`src/rtl/nine_segment_frame_player.sv`:
```
// nine_segment_frame_player: stores up to DEPTH 9-segment frames and plays them
// back on a registered segment output, each frame held dwell*TICK_DIV cycles.
// Ports:
//   clk_i, reset_i          clock, synchronous active-high reset
//   wr_valid_i/wr_data_i    frame write request and pattern (bit 8 top-left, bit 0 bottom-right)
//   wr_ready_o              buffer accepts a write this cycle
//   clear_i                 empty the buffer and abort playback
//   start_i/stop_i          playback start/stop pulses
//   loop_i/dwell_i          repeat flag and dwell ticks per frame, sampled on accepted start
//   segments_o              registered pattern for the downstream scanner
//   busy_o, done_o          playing / one-cycle end-of-playback pulse
//   frame_count_o           number of stored frames
module nine_segment_frame_player #(
    parameter int DEPTH    = 8,
    parameter int TICK_DIV = 1000
) (
    input  logic                     clk_i,
    input  logic                     reset_i,
    input  logic                     wr_valid_i,
    input  logic [8:0]               wr_data_i,
    output logic                     wr_ready_o,
    input  logic                     clear_i,
    input  logic                     start_i,
    input  logic                     stop_i,
    input  logic                     loop_i,
    input  logic [7:0]               dwell_i,
    output logic [8:0]               segments_o,
    output logic                     busy_o,
    output logic [$clog2(DEPTH):0]   frame_count_o,
    output logic                     done_o
);
    localparam int IW = $clog2(DEPTH);
    localparam int CW = IW + 1;
    localparam int PW = (TICK_DIV > 1) ? $clog2(TICK_DIV) : 1;

    typedef enum logic {IDLE, SHOW} state_e;

    state_e        state_q, state_d;
    logic [CW-1:0] count_q, count_d;
    logic [IW-1:0] idx_q, idx_d, nxt_idx;
    logic [PW-1:0] pre_q, pre_d;
    logic [7:0]    dw_q, dw_d, dwell_q, dwell_d;
    logic          loop_q, loop_d;
    logic [8:0]    seg_q, seg_d;
    logic          done_q, done_d;
    logic [8:0]    mem_q [DEPTH];
    logic          wr_en, tick, frame_end, last;

    assign wr_ready_o    = (state_q == IDLE) && !clear_i && (count_q < CW'(DEPTH));
    assign wr_en         = wr_valid_i && wr_ready_o;
    assign segments_o    = seg_q;
    assign busy_o        = (state_q == SHOW);
    assign frame_count_o = count_q;
    assign done_o        = done_q;

    // A frame ends on the tick that completes its last dwell tick.
    assign tick      = (pre_q == PW'(TICK_DIV - 1));
    assign frame_end = tick && (dw_q == dwell_q - 8'd1);
    assign last      = ({1'b0, idx_q} == count_q - CW'(1));
    assign nxt_idx   = last ? '0 : idx_q + IW'(1);

    always_comb begin
        state_d = state_q;
        count_d = count_q;
        idx_d   = idx_q;
        pre_d   = pre_q;
        dw_d    = dw_q;
        dwell_d = dwell_q;
        loop_d  = loop_q;
        seg_d   = seg_q;
        done_d  = 1'b0;
        if (clear_i) begin
            state_d = IDLE;
            count_d = '0;
            idx_d   = '0;
            pre_d   = '0;
            dw_d    = '0;
            seg_d   = '0;
        end else if (state_q == IDLE) begin
            if (wr_en) count_d = count_q + CW'(1);
            if (start_i && count_q != '0) begin
                state_d = SHOW;
                loop_d  = loop_i;
                dwell_d = (dwell_i == 8'd0) ? 8'd1 : dwell_i;
                idx_d   = '0;
                pre_d   = '0;
                dw_d    = '0;
                seg_d   = mem_q[0];
            end
        end else begin
            pre_d = tick ? '0 : pre_q + PW'(1);
            if (tick) dw_d = frame_end ? 8'd0 : dw_q + 8'd1;
            // stop and a natural non-looping end share this path, so one done pulse
            if (stop_i || (frame_end && last && !loop_q)) begin
                state_d = IDLE;
                idx_d   = '0;
                pre_d   = '0;
                dw_d    = '0;
                seg_d   = '0;
                done_d  = 1'b1;
            end else if (frame_end) begin
                idx_d = nxt_idx;
                seg_d = mem_q[nxt_idx];
            end
        end
    end

    always_ff @(posedge clk_i) begin
        if (reset_i) begin
            state_q <= IDLE;
            count_q <= '0;
            idx_q   <= '0;
            pre_q   <= '0;
            dw_q    <= '0;
            dwell_q <= 8'd1;
            loop_q  <= 1'b0;
            seg_q   <= '0;
            done_q  <= 1'b0;
        end else begin
            state_q <= state_d;
            count_q <= count_d;
            idx_q   <= idx_d;
            pre_q   <= pre_d;
            dw_q    <= dw_d;
            dwell_q <= dwell_d;
            loop_q  <= loop_d;
            seg_q   <= seg_d;
            done_q  <= done_d;
        end
    end

    // Frame storage is left uninitialised; frame_count gates what is reachable.
    always_ff @(posedge clk_i) begin
        if (wr_en && !reset_i) mem_q[count_q[IW-1:0]] <= wr_data_i;
    end
endmodule

```
`config.mk`:
```
export PLATFORM = sky130hd
export DESIGN_NAME = nine_segment_frame_player
export DESIGN_NICKNAME = d
export VERILOG_FILES = /design/src/rtl/nine_segment_frame_player.sv
export SDC_FILE = /design/constraint.sdc
export NUM_CORES = 1
export LEC_CHECK = 0
export ABC_CLOCK_PERIOD_IN_PS = 4200
export CORE_MARGIN = 3
export CORE_UTILIZATION = 55
export DETAILED_ROUTE_END_ITERATION = 8
export GPL_ROUTABILITY_DRIVEN = 0
export MAX_ROUTING_LAYER = met4
export PLACE_DENSITY = 0.81
export SKIP_LAST_GASP = 1
export SYNTH_ARGS = -nofsm -noshare
export SYNTH_HDL_FRONTEND = slang
export SYNTH_SLANG_ARGS = --single-unit
```
`constraint.sdc`:
```
create_clock -name clk_i -period 4.2 [get_ports clk_i]
set_input_delay 0.42 -clock clk_i [delete_from_list [all_inputs] [get_ports clk_i]]
set_output_delay 0.42 -clock clk_i [all_outputs]
set_load 0.1 [all_outputs]
```
==> results.json, run 1 <==
{
  "drtPass1Iterations": 5,
  "cp_num_buf_inv": 1,
  "via_per_inst": 5.99,
  "die_w_um": 103,
  "finalHoldViolations": 0,
  "drive_above_1_share_pct": 8.91,
  "fill_cells": 617,
  "grt_overflow_total": 0,
  "period_needed_ps": 3210,
  "r2r_cells": 8,
  "path_delay_family": "compound AO/OA/AOI/OAI gates",
  "seq_area_frac_synth_pct": 58.7,
  "min_period_over_period_pct": 76.4,
  "slew_headroom_pct": 21.1,
  "outcome": "completed",
  "routed_wl_um": 12200,
  "cts_buffers": 17,
  "synth_seq_cells": 117,
  "crit_fanout": 9,
  "cts.htree.levels": 4,
  "num_vias": 3843,
  "cts_tree": "done",
  "core-area_um2": 8980,
  "fin_skew_ps": 9.70,
  "peakVddDrop_mv": 0.330,
  "num_antenna_cells": 0,
  "grt_max_degree": 29,
  "root_buffer": "clkbuf_8",
  "die_height_um": 103,
  "slowest_delay_ps": 880,
  "wl_met1_um": 5160,
  "rsz0062_at_grt": "no",
  "syn_inst": 461,
  "drv_cap": 0,
  "wire_per_inst_um": 19.0,
  "hp-start": "loop_q",
  "wl_met2_um": 5980,
  "hold_end": "loop_q",
  "end_kind": "flip-flop",
  "regArea_um2": 3060,
  "post-dp-hpwl_um": 7810,
  "antenna_left": 0,
  "drcViolationCount": 0,
  "final.setup.tns_ps": 0,
  "synth_nets": 492,
  "io_buffers": 39,
  "hold_depth": 2,
  "critPathRequiredTime_ps": 4580,
  "die-area_um2": 10700,
  "p_leak_nw": 2.19,
  "yosys.area.top_type_share_pct": 41.4,
  "rrSetupSlack_ps": 990,
  "clock_sinks": 117,
  "crit_arrival_ps": 3590,
  "worst_pin_slew_ps": 1180,
  "cts.clk_slew.worst_paths_ps": 60,
  "clk_latency_ps": 520,
  "nNetsFinal": 534,
  "worst_path_max_delay_cell": "o21ai_0",
  "crit_chain": "clkinv_1 -> ha_1 -> xor2_1 -> nand3_1 -> o21ai_0 -> a221oi_1 -> o21ai_0 -> a31oi_1",
  "hold_path.class": "flip-flop to flip-flop",
  "syn-mean-instance-area_um2": 11.3,
  "ctsLongestPathBuffers": 2,
  "multi_input_area_um2": 2000,
  "yosys_warnings": 0,
  "ys_types": 46,
  "ys_async_sr_fraction_pct": 0,
  "post_cts_buffers": 0,
  "yosysTopAreaCell": "edfxtp_1",
  "synth_edf_count": 72,
  "setup_viol": 0,
  "timing.fmax_mhz": 312,
  "cts-resized-gates": 0,
  "crit_top_cell": "o21ai_0",
  "cts_hold_buffers": 0,
  "antenna_found_initial": 0,
  "num_rows": 34,
  "ios": 40,
  "top_layer_used": "met4",
  "wl_met3_um": 904,
  "cp-start-kind": "flip-flop",
  "grt_pass1_wl_um": 19700,
  "pwr_density_cell_nw_per_um2": 440,
  "initial_utilization_pct": 58.1,
  "grt_usage_pct": 25.6,
  "synth.area.top_cells": "edfxtp_1 41%, dfxtp_1 17%, mux2i_1 5.6%, nor2_1 3.4%, xor2_1 2.7%",
  "r2r-end": "segments_o[1]",
  "ys.flop_type": "edfxtp_1",
  "slew_viol_final": 0,
  "r2r-start": "frame_count_o[0]",
  "syn-cell-area_um2": 5220,
  "p_total_mw": 2.77,
  "critical_path_class": "flip-flop to flip-flop",
  "drtIter0Drc": 398,
  "area_delta_synth_final_pct": 20.9,
  "yosysMostFrequentCell": "edfxtp_1",
  "synthTopCellsByCount": "72 x edfxtp_1, 47 x nor2_1, 45 x dfxtp_1, 34 x nand2_1, 29 x mux2i_1",
  "grt_pass1_vias": 3839
}
per-layer routing:
metal	vias up	track usage [%]
met2	174	38.4
met5	-	-
met4	0	9.56
met3	20	7.31
li1	1788	-
met1	1861	33.3
power breakdown:
group	switching (mW)	internal [mW]
clock	0.537	0.906
sequential	0.00477	1.22
combinational	0.0649	0.0370
total	0.607	2.17
cells by family after synthesis:
kind of cell / Yosys count / synth area share (%)
adder cells (fa/ha/maj): 7 / 1.68
multiplexers: 29 / 5.56
XOR/XNOR: 27 / 4.53
AND/OR/NAND/NOR: 147 / 13.9
flip-flops: 117 / 58.7
buffers and inverters: 38 / 3.21
AO/OA/AOI/OAI: 96 / 12.4
cell usage in the layout, fill, tap and decap left out, types with 5 or more instances in the layout:
cell type,instances
buf_4,5
clkdlybuf4s50_1,39
nand3_1,11
nor2_1,47
ha_1,7
a221oi_1,9
nor2b_1,10
o21ai_0,13
a222oi_1,9
nand2b_1,5
nor3_1,13
a31oi_1,13
edfxtp_1,72
mux2i_1,29
o21ai_1,12
dfxtp_1,45
xnor2_1,11
xor2_1,15
inv_1,16
o21bai_1,10
a21oi_1,20
clkbuf_16,16
nand4_1,6
nand2_1,34
flip-flops by register name (all words and copies together), names as in the netlist:
name and flops:
segments_o 9, loop_q 1, frame_count_o 4, dwell_q 8, mem_q 72, pre_q 10, idx_q 3, dw_q 8
done_o 1, busy_o 1
worst min-delay path, delay by kind of cell, from the launching register on:
family | cells | cell delay, ps
mux | 1 | 70
simple gates | 1 | 70
flops | 1 | 330
area by class of cell:
class                   count  share of cell area, %
well taps                 126                   2.50
multi-input cells         306                   31.7
clock buffers              17                   6.57
clock inverters            15                   2.88
inverters                  17                   1.01
flip-flops and latches    117                   48.6
repair buffers             44                   6.78
through the flow:
| stage | setup WS (ps) | hold WS, ps | std cells | cell area [µm²] | util (%) |
|---|---|---|---|---|---|
| 3_3_place_gp | 1360 | 488 | 610 | 5710 | 63.6 |
| 5_1_grt | 697 | 531 | 642 | 6310 | 70.3 |
| 6_report | 990 | 501 | 642 | 6310 | 70.3 |
| 2_1_floorplan | 248 | 463 | 461 | 5220 | - |
| 4_1_cts | 1100 | 505 | 642 | 6310 | 70.3 |
| 3_5_place_dp | 1270 | 491 | 610 | 5710 | 63.6 |
worst max-delay path by stage:
stage,from,endpoint,slack (ps),cells past startpoint
after detailed placement,pre_q[0],segments_o[1],1270,8
after global routing,frame_count_o[0],segments_o[1],700,8
after floorplan,frame_count_o[3],mem_q[0][0],250,4
after CTS,frame_count_o[0],segments_o[1],1100,8
final,frame_count_o[0],segments_o[1],990,8
after global placement,clear_i,mem_q[5][5],1360,5
No activity file was read; power rests on OpenSTA's default activity.
==> inputs of run 2 (changes only) <==
Settings changed: ABC_CLOCK_PERIOD_IN_PS 4200 to 2750, CORE_UTILIZATION 55 to 52, PLACE_DENSITY 0.81 to 0.8.
Clock period 4.2 ns to 2.75 ns, I/O delays scaled along.
==> run 2 against run 1 <==
Compared with the run above: clock power up 51%; flip-flop and latch count stayed put; sequential power grew 53%; sequential share of layout area fell by 1.2 points; worst hold slack worse by 130 ps; setup slack got worse by 820 ps; count of clock-buffer cells in the layout did not move; largest cell class unchanged; highest routed layer unchanged.
==> results.json, run 2 (synthesized netlist as in run 1, its figures left out) <==
{
  "outcome": "completed",
  "setup_viol": 0,
  "worst_pin_slew_ps": 538,
  "post-dp-hpwl_um": 7670,
  "slew_headroom_pct": 64.2,
  "drtPass1Iterations": 5,
  "period_needed_ps": 2580,
  "antenna_found_initial": 0,
  "grt_overflow_total": 0,
  "slew_viol_final": 0,
  "num_rows": 35,
  "end_kind": "flip-flop",
  "place_ws_ps": 39.6,
  "grt_pass1_vias": 3696,
  "num_antenna_cells": 0,
  "cts.htree.levels": 4,
  "die-area_um2": 11300,
  "cts_tree": "done",
  "final_common_cell": "edfxtp_1",
  "initial_utilization_pct": 54.9,
  "cts.clk_slew.worst_paths_ps": 60,
  "worst_path_max_delay_cell": "or4b_4",
  "ctsLongestPathBuffers": 2,
  "crit_arrival_ps": 2970,
  "critical_path_class": "flip-flop to flip-flop",
  "hold_path.class": "input pin to flip-flop",
  "drive_above_1_share_pct": 18.9,
  "nNetsFinal": 551,
  "timing.fmax_mhz": 387,
  "post_cts_buffers": 0,
  "io_buffers": 39,
  "clock_sinks": 117,
  "critPathRequiredTime_ps": 3140,
  "die_w_um": 106,
  "ios": 40,
  "rsz0062_at_grt": "no",
  "grt_max_degree": 22,
  "drtIter0Drc": 313,
  "core-area_um2": 9500,
  "fin_skew_ps": 6.82,
  "cts_buffers": 17,
  "via_per_inst": 5.70,
  "largest_reg_flops": 72,
  "fill_cells": 679,
  "final_util_pct": 68.4,
  "antenna_left": 0,
  "peakVddDrop_mv": 0.456,
  "final_cells": 662,
  "pwr_density_cell_nw_per_um2": 648,
  "grt_usage_pct": 22.1,
  "num_vias": 3771,
  "clk_latency_ps": 520,
  "root_buffer": "clkbuf_8",
  "grt_pass1_wl_um": 19000,
  "die_height_um": 106,
  "final_cell_mix": "72 x edfxtp_1, 41 x nor2_1, 38 x dfxtp_1",
  "slowest_delay_ps": 510,
  "min_period_over_period_pct": 93.9,
  "cp-start-kind": "flip-flop",
  "finalHoldViolations": 0,
  "crit_chain": "inv_1 -> ha_1 -> xor2_1 -> o211ai_1 -> or4b_4 -> nor4_2 -> buf_4 -> a31oi_1 -> buf_4 -> o21ai_0 -> a31oi_1",
  "fin_ws_ps": 169,
  "area_delta_synth_final_pct": 24.6,
  "dp_cells": 628,
  "final.setup.tns_ps": 0,
  "p_leak_nw": 2.32,
  "routed_wl_um": 11600,
  "crit_fanout": 10,
  "wire_per_inst_um": 17.5,
  "drcViolationCount": 0,
  "drv_cap": 0
}
-- run 2: changes by cell type in the layout (fill, tap and decap cells not counted), sizes merged --
cell | previous run | this run
bufinv | 3 | 1
inv | 18 | 27
clkdlybuf4s50 | 39 | 23
buf | 5 | 36
clkinv | 7 | 2
nor2 | 48 | 50
clkinvlp | 4 | 2
-- run 2: layer usage --
metal	global-route usage, %	share of wire, %	vias to the layer above
li1	-	-	1834
met5	-	0	-
met4	6.20	0.92	0
met3	6.07	5.0	12
met1	28.5	44	1836
met2	34.5	50	89
-- run 2: report_power, final --
part | switching [mW] | internal, mW | leakage, nW
clock network | 0.915 | 1.26 | 0.288
logic | 0.100 | 0.0608 | 1.02
registers | 0.00726 | 1.87 | 1.02
total | 1.02 | 3.19 | 2.32
-- run 2: stage by stage --
stage               instance area, µm²  power (mW)  hold WS, ps
floorplan                         5280        2.00          374
global placement                  5850        2.06          486
detailed placement                5850        2.07          488
CTS                               6440        4.24          350
global route                      6500        4.34          370
finish                            6500        4.21          370
-- run 2: path summary, 6_finish.rpt --
path,start,endpoint,slack [ps],cells after the start
worst min register to register,loop_q,loop_q,500,2
worst max-delay path,dwell_q[1],segments_o[3],170,11
worst max register to register,dwell_q[1],segments_o[3],170,11
worst min-delay path,loop_i,loop_q,370,3
-- run 2: critical path: cells and delay by family, from the launching register on --
kind	cells	cell delay, ps
fa+ha+maj	1	290
flops	1	350
buf+inv	3	400
xor+xnor	1	150
compound gates	4	460
simple gates	2	810
-- run 2: timing repair --
item | 4_1_cts | 5_1_grt
cloned | 0 | 2
resized for setup | 1 | 9
hold buffers | 0 | 0
pin swaps | 0 | 3
setup endpoints to repair | 2 | 16
-- run 2: cell type report --
class	count	area, µm²	area share (%)
clock buffer	17	414	6.37
timing repair buffer	59	500	7.70
tap	129	161	2.48
inverter	17	63.8	0.982
multi-input combinational	308	2110	32.4
sequential	117	3080	47.3
clock inverter	15	178	2.73
==> variant: new RTL, settings of run 2 <==
The parameter `DEPTH` goes from 8 to 16.
--- a/src/rtl/nine_segment_frame_player.sv
+++ b/src/rtl/nine_segment_frame_player.sv
@@ -11,7 +11,7 @@
 //   busy_o, done_o          playing / one-cycle end-of-playback pulse
 //   frame_count_o           number of stored frames
 module nine_segment_frame_player #(
-    parameter int DEPTH    = 8,
+    parameter int DEPTH    = 16,
     parameter int TICK_DIV = 1000
 ) (
     input  logic                     clk_i,
Ports: changed (resized frame_count_o); port bits go from 40 to 41. The function was not compared with the original's and may differ.
==> variant against run 2 <==
- wire length up 54%
- setup slack better by 0.015 ns
- synthesized area up 57%
- clock skew up 0.0022 ns
- global-route usage down 0.31 points
- sequential cell count up 74
- non-clock buffer count up 19
- design area up 49%
- clock power up 5%
- power up 32%
- critical path type unchanged
- critical endpoint is now idx_q[3]
- largest cell class unchanged
==> variant: results (changes against run 2) <==
[placement]
placed_cell_area_mm2=0.00910  ; +56%
dp_cells=882  ; +40%
dp_hpwl_um=12400  ; +61%
port_buffers=40  ; +2.6%
dp_slack_ns=0.103  ; +0.0636 ns

[logic_synthesis]
synth_area_per_cell_um2=13.2  ; +16%
syn_nets=656  ; +33%
ys_warn_count=0  ; unchanged
yosysUniqueCellTypes=59  ; +28%
ys_top_cells_by_count=edfxtp_1, nor2_1, dfxtp_1
synth_edf_count=144  ; +100%
yosysSeqAreaShare_pct=64.1  ; +5.4 points
async_flop_share_pct=0  ; unchanged
synth.area.top_cells=edfxtp_1, dfxtp_1, mux2i_1

[clock_network]
cts_resized=0  ; -1
clk_latency_ns=0.43  ; -0.09 ns
cts_setup_buffers=0  ; unchanged
clockRootBuffer=clkbuf_16

[power_and_ir_drop]
max-vdd-ir-drop_mv=0.529  ; +16%
power.switching_mw=1.22  ; +19%
p_leak_nw=3.16  ; +36%
seqPwrFrac_pct=55.9  ; +11 points
p_int_mw=4.35  ; +36%
power_frac_clock_pct=41.0  ; -11 points

[global_routing]
grt_pass1_wl_um=28600  ; +51%
use_met1_pct=26.6  ; -2.0 points
grtUsageMet3_pct=4.71  ; -1.4 points
grt_use_met2_pct=36.0  ; +1.5 points
grt_util_all_layers_pct=21.8  ; -0.31 points
grt_pass1_vias=5410  ; +46%
grt_start_max_net_pins=32  ; +45%

[timing]
fin_worst_skew_ns=0.00899  ; +0.00217 ns
whs_ns=0.489  ; +0.119 ns
fin_crit_sh_pct=93.3  ; -0.56 points
worst_pin_slew_ns=0.662  ; +0.124 ns

[routing]
drt_iter0_markers=382  ; +22%
wl_per_cell_um=19.6  ; +12%
wl_met1_um=7010  ; +38%
dr.pass1.iters=5  ; unchanged
wl_met2_um=9310  ; +60%
dr_total_vias=5412  ; +44%
dr_wl_met3_um=1220  ; +110%
top_layer=met4

[cells_and_area]
fin_nets=722  ; +31%
fin_cells=914  ; +38%
drive_above_1_share_pct=20.3  ; +1.4 points
largest_register_ffs=144  ; +100%
antennaDiodeCount=0  ; unchanged

[critical_path]
crit_arrival_ns=2.89  ; -0.08 ns
crit_family=compound AO/OA/AOI/OAI gates
ff2ff_path_depth=10  ; -1
critPathMaxStageDelay_ns=0.42  ; -0.09 ns
reg2reg_setup_slack_ns=0.18  ; +0.02 ns
cpMaxStageDelayCell=dfxtp_1
worst_r2r_endpoint=idx_q[3]
path_max_fanout=16  ; +6

[run_status]
status=finished, final reports clean

[min_path]
min_path_cells=3  ; unchanged

[variant: cell count changes in the layout (fill, tap and decap cells not counted), moves of 11 or more]
cell      delta
mux4_2      +12
o22ai_1     +19
o21ai_1     -11
edfxtp_1    +72
buf_4       +18
nand2b_1    +12
[variant: final cells by class]
class                      instances  area (um2)
tap                              211         264
inverter                          10        37.5
timing repair buffer              78         647
fill                            1127        5630
clock inverter                    15         131
sequential                       191        5280
clock buffer                      17         425
multi-input combinational        392        2900
[variant: cell families (layout without fill, tap and decap cells)]
kind of cell | after synthesis | in the layout | synth area share, %
muxes | 50 | 50 | 8.03
buffers and inverters | 41 | 120 | 2.35
DFF | 191 | 191 | 64.1
xor gates and xnor gates | 34 | 34 | 3.81
AOI/OAI and AO/OA | 113 | 113 | 9.28
and+or+nand+nor | 187 | 187 | 11.2
adders and majority gates | 8 | 8 | 1.22
